## src/rtl/jellyvl_synctimer_slew_timer.sv

```systemverilog
// Synchronised timer advancing NUMERATOR/DENOMINATOR units per clock, with
// bounded-rate signed phase slewing that never lets current_time run backwards.
module jellyvl_synctimer_slew_timer #(
  parameter int TIMER_WIDTH = 64,
  parameter int NUMERATOR   = 10,
  parameter int DENOMINATOR = 3,
  parameter int SLEW_WIDTH  = 32,
  parameter int STEP_WIDTH  = 8
) (
  input  logic                   clk,
  input  logic                   reset,
  input  logic [TIMER_WIDTH-1:0] set_time,
  input  logic                   set_valid,
  input  logic                   slew_sign,
  input  logic [SLEW_WIDTH-1:0]  slew_amount,
  input  logic                   slew_valid,
  output logic                   slew_ready,
  input  logic [STEP_WIDTH-1:0]  slew_step,
  output logic                   slew_busy,
  output logic [SLEW_WIDTH-1:0]  slew_remaining,
  output logic                   slew_done,
  output logic [TIMER_WIDTH-1:0] current_time
);
  localparam int Q  = NUMERATOR / DENOMINATOR;
  localparam int R  = NUMERATOR % DENOMINATOR;
  // one spare bit so frac + R (at most 2*DENOMINATOR-2) never overflows
  localparam int FW = $clog2(DENOMINATOR) + 1;
  localparam logic [FW-1:0]          R_F   = FW'(R);
  localparam logic [FW-1:0]          DEN_F = FW'(DENOMINATOR);
  localparam logic [SLEW_WIDTH-1:0]  Q_S   = SLEW_WIDTH'(Q);
  localparam logic [TIMER_WIDTH-1:0] Q_T   = TIMER_WIDTH'(Q);

  logic [FW-1:0]          frac, frac_sum, frac_next;
  logic                   carry;
  logic                   sign_r, zero_pend;
  logic [SLEW_WIDTH-1:0]  step_ext, stp, applied;
  logic [TIMER_WIDTH-1:0] inc, time_next;

  assign slew_ready = !slew_busy && !set_valid;

  always_comb begin
    frac_sum  = frac + R_F;
    carry     = (frac_sum >= DEN_F);
    frac_next = carry ? (frac_sum - DEN_F) : frac_sum;
    inc       = Q_T + TIMER_WIDTH'(carry);

    step_ext = SLEW_WIDTH'(slew_step);
    stp      = (step_ext == '0) ? SLEW_WIDTH'(1) : step_ext;
    // retarding by at most Q keeps the per-clock delta >= carry >= 0
    if (sign_r && (stp > Q_S)) stp = Q_S;
    applied = '0;
    if (slew_busy) applied = (stp < slew_remaining) ? stp : slew_remaining;

    time_next = sign_r ? (current_time + inc - TIMER_WIDTH'(applied))
                       : (current_time + inc + TIMER_WIDTH'(applied));
  end

  always_ff @(posedge clk or posedge reset) begin
    if (reset) begin
      current_time   <= '0;
      frac           <= '0;
      slew_busy      <= 1'b0;
      slew_remaining <= '0;
      slew_done      <= 1'b0;
      sign_r         <= 1'b0;
      zero_pend      <= 1'b0;
    end else if (set_valid) begin
      current_time   <= set_time;
      frac           <= '0;
      slew_busy      <= 1'b0;
      slew_remaining <= '0;
      slew_done      <= 1'b0;
      zero_pend      <= 1'b0;
    end else begin
      current_time <= time_next;
      frac         <= frac_next;
      slew_done    <= 1'b0;
      if (slew_busy) begin
        slew_remaining <= slew_remaining - applied;
        if (slew_remaining == applied) begin
          slew_busy <= 1'b0;
          slew_done <= 1'b1;
        end
      end
      // a zero-length slew completes one edge after acceptance
      if (zero_pend) begin
        slew_done <= 1'b1;
        zero_pend <= 1'b0;
      end
      if (slew_valid && slew_ready) begin
        sign_r <= slew_sign;
        if (slew_amount == '0) begin
          zero_pend <= 1'b1;
        end else begin
          slew_remaining <= slew_amount;
          slew_busy      <= 1'b1;
        end
      end
    end
  end
endmodule

```

## config.mk

```make
export PLATFORM = sky130hd
export DESIGN_NAME = jellyvl_synctimer_slew_timer
export DESIGN_NICKNAME = d
export VERILOG_FILES = /design/src/rtl/jellyvl_synctimer_slew_timer.sv
export SDC_FILE = /design/constraint.sdc
export NUM_CORES = 1
export LEC_CHECK = 0
export ABC_AREA = 1
export BUFFER_PORTS_ARGS = -buffer_cell sky130_fd_sc_hd__clkbuf_2
export CAP_MARGIN = 20
export CORE_MARGIN = 3
export CORE_UTILIZATION = 50
export CTS_BUF_LIST = sky130_fd_sc_hd__clkbuf_4
export DETAILED_ROUTE_END_ITERATION = 8
export HOLD_SLACK_MARGIN = 0.02
export PLACE_DENSITY = 0.72
export SYNTH_ARGS = -nofsm -noshare
export SYNTH_HDL_FRONTEND = slang
export SYNTH_SLANG_ARGS = --single-unit
```

## constraint.sdc

```tcl
create_clock -name clk -period 7.63 [get_ports clk]
set_input_delay 0.763 -clock clk [delete_from_list [all_inputs] [get_ports clk]]
set_output_delay 0.763 -clock clk [all_outputs]
set_load 0.02 [all_outputs]
```

==> flow_summary.toml <==
[critical_path]
crit_family = "simple AND/OR/NAND/NOR gates"
critPathMaxFanout = 5
cp.required_ns = 8.04
cp.arrival_ns = 6.49
endpoint_kind = "flop"
critPathBufInv = 2
crit_path_max_incr_delay_ns = 0.51
critPathKind = "flop to flop"
crit_path_start_kind = "flop"
critPathSlowestCell = "nor4_1"

[floorplan]
design.die.area_mm2 = 0.0274
start_util_pct = 51.7
row_count = 57
die_y_um = 166
core_region_area_mm2 = 0.0247
io-pin-count = 208
die_x_um = 166

[sta]
maxSlewHeadroom_pct = 30.0
setup_violations = 0
worstMarginPinSlew_ns = 1.05
final-hold-violation-count = 0
fin_crit_ns = 6.08
fin_tns_setup_ns = 0
rsz0062_at_grt = "no"
max_freq_ghz = 0.165
drv_slew = 0
finClkSkew_ns = 0.0261
fin_crit_sh_pct = 79.7
layout_setup_ws_ns = 1.55

[clocking]
cts_tree = "built"
h-tree-depth = 3
cts.sinks = 103
clk_pin_slew_ns = 0.20
insertion_delay_ns = 0.52
root_buffer = "clkbuf_4"
cts_buffer_depth = 2
numCtsBuffers = 9
cts_hold_buf = 0
postCtsSetupRepairBufs = 0
ctsResizeCount = 0

[finish]
fillers = 2557
drive_gt1_share_pct = 14.5
final_core_util_pct = 58.0
nets = 2447
stdcell_count = 2554
seqCellArea_mm2 = 0.00258
design_area_mm2 = 0.0143
syn_to_final_growth_pct = 12.3
multi_input_area_mm2 = 0.00914

[synth]
synth_flop_cell = "dfrtp_1"
yosysMostFrequentCell = "nand2_1"
ys_seq_elements = 103
synthesis.area_mm2 = 0.0127
ys_warn_count = 0
ys_seq_area_share_pct = 20.2
synth_edf_count = 0
yosysTopAreaCell = "dfrtp_1"
synth_commonest_cells = "nand2_1, inv_1, nor2_1"
synthCells = 2015
synth.area.top_cells = "dfrtp_1, nand2_1, ha_1, a21oi_1, inv_1"
syn-mean-instance-area_um2 = 6.33
ys_async_sr_fraction_pct = 100
synth_cell_types = 58
synth_top_area_share_pct = 20.2

[global_route]
grt_pass1_wl_um = 72500
grt_remaining_overflow = 0
antenna_found_initial = 2
grt.total_usage_pct = 31.9
grt_pass1_vias = 13700
grt_max_degree = 81

[run]
cap_violations = 0

[power]
leakage_nw = 7.16
ir_drop_v = 0.000219
powerDensity_mw_per_mm2 = 398

[run_status]
status = "finished, final reports clean"

[routing]
first_iter_violations = 1456
drc = 0
firstDrtPassIters = 6
wl_per_cell_um = 17.7
num_vias = 14400
drt-vias-per-instance = 5.62
wl_um = 45300
drtAntennaViolNets = 0

[placed_design]
gp_congestion = 0.991
io_buffers = 207
placedCellCount = 2536
pre_cts_slack_ns = 1.43
dp_hpwl_um = 36700
dpl_cell_area_mm2 = 0.0142

[worst_hold_path]
hp-class = "primary input to asynchronous set/reset pin"
-- kinds of logic (layout without fill, tap and decap cells) --
group | count (synthesis) | count (layout) | synth area share, %
and+or+nand+nor | 988 | 988 | 34.5
AOI/OAI and AO/OA | 424 | 424 | 18.9
buffers and inverters | 295 | 485 | 8.75
adders and majority gates | 115 | 115 | 11.4
DFF | 103 | 103 | 20.2
xor gates and xnor gates | 89 | 89 | 6.11
other | 1 | 26 | 0.0294
-- area by class of cell --
type	count	share of cell area, %
clock buffer	9	0.472
multi-input combinational	1640	63.9
tap	324	2.83
timing repair buffer	215	7.66
clock inverter	7	0.463
inverter	254	6.68
sequential	103	18.0
antenna	2	0.0350
-- cell usage in the layout (no fill, tap or decap), drive strengths merged, types with 24 or more instances in the layout --
cell / synthesis / final
o21ai: 133 / 133
conb: 1 / 24
ha: 113 / 113
inv: 252 / 255
nor2: 250 / 250
a31oi: 26 / 26
nand2: 475 / 475
nor4: 31 / 31
nor3: 41 / 41
nand3: 119 / 119
dfrtp: 103 / 103
xor2: 63 / 63
xnor2: 26 / 26
clkbuf: 31 / 215
a21oi: 188 / 188
or2: 42 / 42
-- worst paths after layout --
| check | slack, ns | end | start | cells past startpoint |
|---|---|---|---|---|
| max in group asynchronous | 6.02 | slew_remaining[28]$_DFF_PP0_ | reset | 3 |
| max | 1.55 | current_time[58]$_DFF_PP0_ | frac[0]$_DFFE_PP0P_ | 29 |
| min reg2reg | 0.50 | slew_done$_DFF_PP0_ | zero_pend$_DFF_PP0_ | 1 |
| max reg2reg | 1.55 | current_time[58]$_DFF_PP0_ | frac[0]$_DFFE_PP0P_ | 29 |
| min | 0.21 | current_time[44]$_DFF_PP0_ | reset | 2 |
| min in group clk | 0.42 | current_time[18]$_DFF_PP0_ | set_time[18] | 3 |
-- registers in the layout, summed over array words and instances (netlist names) --
name / flops
frac: 3
zero_pend: 1
slew_done: 1
sign_r: 1
slew_remaining: 32
slew_busy: 1
current_time: 64
-- routing by layer --
layer	global-route usage, %	wire length [µm]	vias up
met1	44.9	21000	6638
met5	0	0	-
li1	-	-	7091
met3	5.36	3050	75
met4	7.59	1080	0
met2	51.3	20200	559
-- worst reg2reg max path, delay by kind of cell (launching register included) --
kind	cells	cell delay, ns
AO/OA/AOI/OAI	2	0.26
XOR/XNOR	2	0.33
adder cells (fa/ha/maj)	5	1.31
buffers and inverters	2	0.16
flip-flops	1	0.44
AND/OR/NAND/NOR	18	3.47
-- where the power goes --
| part | internal [mW] | switching, mW |
|---|---|---|
| sequential | 0.740 | 0.260 |
| combinational | 1.45 | 2.93 |
| clock | 0.0739 | 0.240 |
| total | 2.26 | 3.43 |
-- per-stage QoR --
step	power (mW)	hold WS, ns
final	5.69	0.213
after global routing	6.24	0.230
after CTS	5.62	0.203
after detailed placement	5.29	0.466
after global placement	5.26	0.445
after floorplan	4.00	0.440
No activity file was read; power rests on OpenSTA's default activity.
